`config.mk`:
```
export PLATFORM = sky130hd
export DESIGN_NAME = fetch_controller
export DESIGN_NICKNAME = d
export VERILOG_FILES = /design/src/rtl/fetch_controller.sv
export SDC_FILE = /design/constraint.sdc
export NUM_CORES = 1
export LEC_CHECK = 0
export BUFFER_PORTS_ARGS = -buffer_cell sky130_fd_sc_hd__buf_2
export CAP_MARGIN = 40
export CORE_MARGIN = 2
export CORE_UTILIZATION = 48
export CTS_CLUSTER_DIAMETER = 30
export DETAILED_ROUTE_END_ITERATION = 8
export PLACE_DENSITY = 0.8
export SYNTH_ARGS = -nofsm -noshare
export SYNTH_HDL_FRONTEND = slang
export SYNTH_SLANG_ARGS = --single-unit
```
`constraint.sdc`:
```
create_clock -name clk -period 7.3 [get_ports clk]
set_input_delay 0.73 -clock clk [delete_from_list [all_inputs] [get_ports clk]]
set_output_delay 0.73 -clock clk [all_outputs]
set_load 0.005 [all_outputs]
```
`src/rtl/fetch_controller.sv`:
```
`default_nettype none
// ============================================================================
// fetch_controller : fetch-PC owner, req/ack imem sequencer, decode-side FIFO
// Rev 1.0
// ============================================================================
module fetch_controller #(
   parameter int                XLEN      = 32,
   parameter logic [XLEN-1:0]   RESET_PC  = 32'h0000_0000,
   parameter int                BUF_DEPTH = 2
) (
   input  logic             clk,
   input  logic             reset,
   output logic             imem_req,
   output logic [XLEN-1:0]  imem_addr,
   input  logic             imem_ack,
   input  logic [XLEN-1:0]  imem_rdata,
   input  logic             redirect_valid,
   input  logic [XLEN-1:0]  redirect_pc,
   output logic             inst_valid,
   input  logic             inst_ready,
   output logic [XLEN-1:0]  inst_code,
   output logic [XLEN-1:0]  inst_pc
);

   localparam int                PTR_W     = (BUF_DEPTH > 1) ? $clog2(BUF_DEPTH) : 1;
   localparam logic [PTR_W:0]    c_DEPTH   = (PTR_W+1)'(BUF_DEPTH);
   localparam logic [PTR_W:0]    c_CNT_ONE = (PTR_W+1)'(1);
   localparam logic [PTR_W-1:0]  c_PTR_ONE = PTR_W'(1);
   localparam logic [XLEN-1:0]   c_PC_STEP = XLEN'(4);

   typedef enum logic [1:0] {
      FETCH      = 2'd0,
      WAIT_SPACE = 2'd1,
      DISCARD    = 2'd2
   } state_t;

   state_t             r_state, w_state_next;
   logic [XLEN-1:0]    r_fetch_pc, w_fetch_pc_next;
   logic               r_req, w_req_next;
   logic [XLEN-1:0]    r_addr, w_addr_next;
   logic [XLEN-1:0]    r_mem_code [BUF_DEPTH];
   logic [XLEN-1:0]    r_mem_pc   [BUF_DEPTH];
   logic [PTR_W-1:0]   r_wr_ptr, r_rd_ptr;
   logic [PTR_W:0]     r_count, w_count_next;
   logic               w_complete, w_push, w_pop, w_hold;
   logic               w_unused;

   assign w_unused   = ^redirect_pc[1:0];
   assign imem_req   = r_req;
   assign imem_addr  = r_addr;
   assign inst_valid = (r_count != '0);
   assign inst_code  = inst_valid ? r_mem_code[r_rd_ptr] : '0;
   assign inst_pc    = inst_valid ? r_mem_pc[r_rd_ptr]   : '0;

   always_comb begin
      w_complete      = r_req && imem_ack;
      w_hold          = r_req && !imem_ack;
      w_push          = w_complete && (r_state == FETCH) && !redirect_valid;
      w_pop           = inst_valid && inst_ready && !redirect_valid;
      w_count_next    = r_count;
      w_state_next    = r_state;
      w_fetch_pc_next = r_fetch_pc;
      w_req_next      = r_req;
      w_addr_next     = r_addr;

      if (redirect_valid)
         w_count_next = '0;
      else if (w_push && !w_pop)
         w_count_next = r_count + c_CNT_ONE;
      else if (!w_push && w_pop)
         w_count_next = r_count - c_CNT_ONE;

      if (redirect_valid)
         w_fetch_pc_next = {redirect_pc[XLEN-1:2], 2'b00};
      else if (w_push)
         w_fetch_pc_next = r_fetch_pc + c_PC_STEP;

      // An unacked request is never withdrawn; a redirect only marks its data stale.
      if (w_hold) begin
         if (redirect_valid)
            w_state_next = DISCARD;
      end else if (w_count_next < c_DEPTH) begin
         w_state_next = FETCH;
         w_req_next   = 1'b1;
         w_addr_next  = w_fetch_pc_next;
      end else begin
         w_state_next = WAIT_SPACE;
         w_req_next   = 1'b0;
      end
   end

   always_ff @(posedge clk or negedge reset) begin
      if (!reset) begin
         r_state    <= FETCH;
         r_fetch_pc <= RESET_PC;
         r_req      <= 1'b0;
         r_addr     <= '0;
         r_count    <= '0;
         r_wr_ptr   <= '0;
         r_rd_ptr   <= '0;
      end else begin
         r_state    <= w_state_next;
         r_fetch_pc <= w_fetch_pc_next;
         r_req      <= w_req_next;
         r_addr     <= w_addr_next;
         r_count    <= w_count_next;
         if (redirect_valid) begin
            r_wr_ptr <= '0;
            r_rd_ptr <= '0;
         end else begin
            if (w_push)
               r_wr_ptr <= r_wr_ptr + c_PTR_ONE;
            if (w_pop)
               r_rd_ptr <= r_rd_ptr + c_PTR_ONE;
         end
      end
   end

   always_ff @(posedge clk) begin
      if (w_push) begin
         r_mem_code[r_wr_ptr] <= imem_rdata;
         r_mem_pc[r_wr_ptr]   <= r_fetch_pc;
      end
   end

endmodule
`default_nettype wire

```
==> results of run 1 <==
routing by layer:
layer  routed length, um  part of all wire  up-vias  GRT usage
li1                    -                 -     2577          -
met4                 426             0.025        0     0.0787
met3                1260             0.074       26     0.0439
met1                7220              0.42     2566      0.253
met2                8160              0.48      177      0.319
met5                   0                 0        -          0
area by class of cell:
cell class,count,area (um^2)
inverters,7,26.3
multi-input cells,368,2490
repair buffers,174,940
well taps,220,275
fillers,1291,6740
clock inverters,10,104
flip-flops and latches,199,5620
clock buffers,22,504
report_power, final:
group | internal (uW) | switching, uW
logic | 423 | 482
registers | 1380 | 123
clock network | 536 | 405
cell usage in the layout, fill, tap and decap left out, types with 12 or more instances in the layout:
cell type  count
buf_2        164
edfxtp_1     128
nor2_1        96
dfrtp_1       70
mux2i_1       65
nand2_1       28
mux2_2        22
clkbuf_16     19
o21ai_0       16
nand4_1       14
o31ai_1       13
a31oi_1       12
worst register-to-register path, stage by stage, from the launching register on:
cell and delay (ns):
dfrtp_1 0.40, and4bb_2 0.53, and3_2 0.70, buf_4 0.56
flip-flops by register name, indices dropped and copies added (netlist names):
name	flops
r_rd_ptr	1
r_state	2
imem_req	1
r_mem_code	64
r_fetch_pc	32
r_count	2
r_wr_ptr	1
r_mem_pc	64
imem_addr	32
logic make-up after synthesis:
family          after synthesis  share of synthesized area
fa+ha+maj                     2                    0.00304
compound gates               62                     0.0492
simple gates                204                      0.124
buf+inv                      37                     0.0179
flops                       199                      0.683
mux                          89                      0.112
xor+xnor                     11                     0.0117
through the flow:
step	utilization	setup WS, ns	instances
after detailed placement	0.560	3.83	968
after floorplan	-	1.03	604
after global routing	0.596	4.16	1000
after CTS	0.596	4.28	1000
after global placement	0.556	3.85	965
final	0.596	4.34	1000
worst max-delay path by stage:
stage,startpoint,to,slack [ns],cells after the start
4_1_cts,redirect_valid,r_mem_pc[1][22],4.28,5
6_report,redirect_valid,r_mem_code[1][30],4.34,5
3_3_place_gp,redirect_valid,r_mem_pc[1][7],3.85,5
2_1_floorplan,redirect_valid,r_mem_code[0][0],1.03,4
5_1_grt,redirect_valid,r_mem_pc[1][29],4.16,5
3_5_place_dp,redirect_valid,r_mem_pc[1][22],3.83,5
==> out/results.ini, run 1 <==
[yosys]
ys_seq_elements = 199
yosysTopAreaCell = edfxtp_1
synth_top_cells_by_area = edfxtp_1 (47%), dfrtp_1 (22%), mux2i_1 (7.9%), nor2_1 (4.4%), mux2_2 (3.0%)
synth_flop_cell = edfxtp_1
post_synth_top_cells = edfxtp_1 (128), nor2_1 (96), dfrtp_1 (71)
yosys.cell_count.top_type = edfxtp_1
syn-cell-area_mm2 = 0.00823
synth_sequential_area_ratio = 0.683
synth_cells = 604
synth.lib_cells_used.distinct = 44
syn_nets = 675
number_of_synthesized_flops_with_an_enable_pin = 128
synthArstFlopShare = 0.357
yosys_warnings = 0
synth_top_area_frac = 0.467
postSynthAreaPerCell_um2 = 13.6

[setup_path]
timing.setup.critical_path_class = primary input to flop
setup.worst_path.start_class = primary input
cp_slowest_cell = and3_2
number_of_buffers_and_inverters_on_the_critical_path = 4
critical_path.cell_chain = buf_2 > buf_4 > inv_2 > and3_2 > buf_4
reg2reg_depth = 3
cp_data_required_time_ns = 7.36
worst_r2r_endpoint = r_mem_code[1][30]
critical_path_peak_fanout = 44
worst_path_most_repeated_cell = buf_4
critPathArrivalTime_ns = 3.03
worst_setup_path_end_kind = flop
timing.reg2reg.setup_slack_ns = 4.72
crit_family = buffers and inverters
worst_path_max_stage_delay_ns = 0.78
worst_r2r_startpoint = r_state[1]

[pwr]
powerDensity_mw_per_mm2 = 336
peak_supply_drop_uv = 174
power_leakage_uw = 0.00390
totalPowerFinal_uw = 3350

[clock_tree]
clk_pin_slew_worst_paths_ns = 0.07
clk_path_buf_depth = 2
cts_hold_repair.buffers = 0
ctsRootBufferMaster = clkbuf_16
numCtsBuffers = 17
cts_setup_buffers = 0
tritoncts = yes
cts_repair_resize_count = 0
clk-insertion-delay-late_ns = 0.43
htree_num_levels = 4
clkSinkCount = 199

[global_route]
grt_remaining_overflow = 0
grt_start_max_net_pins = 58
grt_usage = 0.195
global_route_wire_length_before_repair_mm = 27.0
antenna_found_initial = 0
vias_in_the_first_global_route = 5218

[final_layout]
drive_above_1_share = 0.312
final_design_area_no_fill_mm2 = 0.00996
area.growth.synth_to_final_pct = 21.0
finish.net_count = 838
n_antenna_cell = 0

[routing]
drt_first_pass_iters = 4
drc = 0
detail_route.wl_per_cell_um = 17.1
drt-vias-per-instance = 5.35
drt.antenna.violating_nets = 0
dr_total_vias = 5346
finalWirelength_mm = 17.1
number_of_drc_markers_after_the_initial_detailed_route_iteration = 367

[sta]
final_period_minus_worst_setup_slack_ns = 2.96
rsz0062_at_grt = no
maxSlewViolCount = 0
max_slew_margin = 0.543
fmax_mhz = 338
report.final.hold_viol_count = 0
setup_viol_count_final = 0
setup_total_negative_slack_ns = 0
finClkSkew_ns = 0.00834
fin_worst_hold_slack_ns = 0.247
tightestPinTransition_ns = 0.686
final.period_utilization = 0.406

[floorplan]
initial_utilization = 0.493
core-area_mm2 = 0.0167
width_of_the_chip_um = 135
die_height_um = 135
io_pins = 167
placement_rows = 47
dieArea_mm2 = 0.0182

[worst_hold_path]
min_path_type = primary input to asynchronous set/reset pin

[flow_run]
max_cap_viol_count = 0

[placement]
buffer_ports.inserted = 164
final_wtd_congestion = 0.811
placed_cell_area_mm2 = 0.00935
hpwlAfterDp_mm = 11.6

[status]
result_of_the_run = finished, final reports clean

No activity file was read; power rests on OpenSTA's default activity.
==> inputs of run 2 (changes only) <==
Clock period 7.3 ns to 3 ns, I/O delays scaled along.
==> run 2 against run 1 <==
Sequential share of layout area down 0.21 points. Combinational power up 150%. Clock-buffer cell count unchanged. Power up 140%. Utilization up 0.22 points. Sequential cell count unchanged. Worst hold slack worse by 0.19 ns. Setup slack worse by 3.7 ns. Die area unchanged. Critical path depth unchanged. Critical path type is now flop to flop.
==> out/results.ini, run 2 (synthesis gave the netlist of run 1 again) <==
[final_layout]
fillerInstances = 1343  ; +4.0%
post_layout_nonfiller_instances = 1008  ; +0.80%
reg_top3 = r_mem_code x64, r_mem_pc x64
seq_cell_area_mm2 = 0.00562  ; unchanged
layout_common_cells = buf_2 (164), edfxtp_1 (128), nor2_1 (96)
finish.net_count = 846  ; +0.95%
multi_input_area_mm2 = 0.00249  ; +0.25%
n_antenna_cell = 0  ; unchanged
most_frequent_standard_cell_in_the_layout_excluding_fill_and_tap_cells = buf_2
final_design_area_no_fill_mm2 = 0.0100  ; +0.38%
area.growth.synth_to_final_pct = 21.4
drive_above_1_share = 0.315  ; +0.00318

[global_route]
grt_usage = 0.199  ; +0.00438
grt_start_max_net_pins = 49  ; -16%
antenna_found_initial = 0  ; unchanged
grt_remaining_overflow = 0  ; unchanged
vias_in_the_first_global_route = 5396  ; +3.4%
global_route_wire_length_before_repair_mm = 27.7  ; +2.6%

[sta]
fmax_mhz = 422
final_period_minus_worst_setup_slack_ns = 2.37
max_slew_margin = 0.539  ; -0.00408
setup_viol_count_final = 0  ; unchanged
maxSlewViolCount = 0  ; unchanged
final_critical_path_setup_slack_ns = 0.631  ; -3.71 ns
rsz0062_at_grt = no
finClkSkew_ns = 0.00771  ; -0.000626 ns
tightestPinTransition_ns = 0.686  ; -0.000208 ns
final.period_utilization = 0.790
setup_total_negative_slack_ns = 0  ; unchanged
fin_worst_hold_slack_ns = 0.0590  ; -0.188 ns
report.final.hold_viol_count = 0  ; unchanged

[setup_path]
worst_path_max_stage_delay_ns = 0.66  ; -0.12 ns
cp_data_required_time_ns = 3.37  ; -3.99 ns
critical_path.cell_chain = nand4bb_4 > or4_4 > or4b_1 > a31oi_1 > mux2_1
critPathArrivalTime_ns = 2.74  ; -0.29 ns
cp_slowest_cell = or4_4
timing.setup.critical_path_class = flop to flop
number_of_buffers_and_inverters_on_the_critical_path = 0  ; -4
crit_family = simple AND/OR/NAND/NOR gates
setup.worst_path.start_class = flop
critical_path_peak_fanout = 14  ; -68%
worst_setup_path_end_kind = flop

[routing]
finalWirelength_mm = 17.8  ; +4.4%
drt.antenna.violating_nets = 0  ; unchanged
dr_total_vias = 5502  ; +2.9%
drc = 0  ; unchanged
detail_route.wl_per_cell_um = 17.7  ; +3.5%
drt-vias-per-instance = 5.46  ; +2.1%
number_of_drc_markers_after_the_initial_detailed_route_iteration = 359  ; -2.2%
drt_first_pass_iters = 5  ; +1

[flow_run]
max_cap_viol_count = 0  ; unchanged

[clock_tree]
clk_path_buf_depth = 2  ; unchanged
cts_setup_buffers = 0  ; unchanged
numCtsBuffers = 17  ; unchanged
clkSinkCount = 199  ; unchanged
clk-insertion-delay-late_ns = 0.43  ; about the same
tritoncts = yes
htree_num_levels = 4  ; unchanged
ctsRootBufferMaster = clkbuf_16
clk_pin_slew_worst_paths_ns = 0.07  ; about the same

[floorplan]
dieArea_mm2 = 0.0182  ; unchanged
io_pins = 167  ; unchanged
width_of_the_chip_um = 135  ; unchanged
initial_utilization = 0.493  ; unchanged
die_height_um = 135  ; unchanged
placement_rows = 47  ; unchanged
core-area_mm2 = 0.0167  ; unchanged

[placement]
preCtsSetupSlack_ns = 0.669  ; -3.16 ns
buffer_ports.inserted = 164  ; unchanged
final_wtd_congestion = 0.802  ; -1.1%
hpwlAfterDp_mm = 12.3  ; +5.6%
placedCellCount = 975  ; +0.72%
placed_cell_area_mm2 = 0.00942  ; +0.70%

[pwr]
p_int_uw = 5600  ; +140%
powerDensity_mw_per_mm2 = 809  ; +140%
power_leakage_uw = 0.00393  ; +0.63%
p_sw_frac = 0.308  ; +0.00650
peak_supply_drop_uv = 455  ; +160%
power.share.combinational = 0.280  ; +0.010
power.share.sequential = 0.452  ; +0.003
clockPowerShare = 0.269  ; -0.012
switchingPower_uw = 2490  ; +150%

[status]
result_of_the_run = finished, final reports clean

[worst_hold_path]
min_path_type = primary input to flop

-- run 2: timing repair --
| action | CTS | global route |
|---|---|---|
| resized for setup | 0 | 0 |
| endpoints found under the hold margin | 25 | 0 |
| hold buffers | 1 | 0 |
-- run 2: worst paths after layout --
| path | from | end | slack [ns] | cells after the start |
|---|---|---|---|---|
| worst max-delay path | r_state[1] | imem_addr[25] | 0.63 | 5 |
| worst min-delay path | imem_rdata[25] | r_mem_code[1][25] | 0.06 | 1 |
| worst max register to register | r_state[1] | imem_addr[25] | 0.63 | 5 |
| worst min register to register | r_fetch_pc[0] | r_mem_pc[0][0] | 0.48 | 0 |
| max in group asynchronous | reset | r_fetch_pc[0] | 1.83 | 3 |
| min in group asynchronous | reset | imem_addr[11] | 0.43 | 2 |
-- run 2: metrics by stage --
step                 util  total power (uW)
floorplan               -              4930
detailed placement  0.564              6000
CTS                 0.599              8170
finish              0.599              8090
global placement    0.564              5920
global route        0.599              8510
-- run 2: cell type report --
class                      count  area share
clock buffer                  22      0.0491
clock inverter                10     0.00801
inverter                       7     0.00263
multi-input combinational    368       0.249
sequential                   199       0.563
tap                          220      0.0275
timing repair buffer         182       0.101
-- run 2: per-layer routing --
metal | vias to the layer above | part of all wire | track usage
met4 | 0 | 0.031 | 0.0938
met1 | 2672 | 0.43 | 0.261
met5 | - | 0 | 0
met2 | 202 | 0.48 | 0.322
met3 | 38 | 0.060 | 0.0387
li1 | 2590 | - | -
-- run 2: power by group through the flow --
| stage | clock, uW | sequential, uW | combinational [uW] |
|---|---|---|---|
| floorplan | 0 | 3610 | 1320 |
| detailed placement | 0 | 3700 | 2300 |
| global route | 2330 | 3700 | 2480 |
| finish | 2170 | 3650 | 2260 |
| global placement | 0 | 3680 | 2240 |
| CTS | 2220 | 3650 | 2310 |
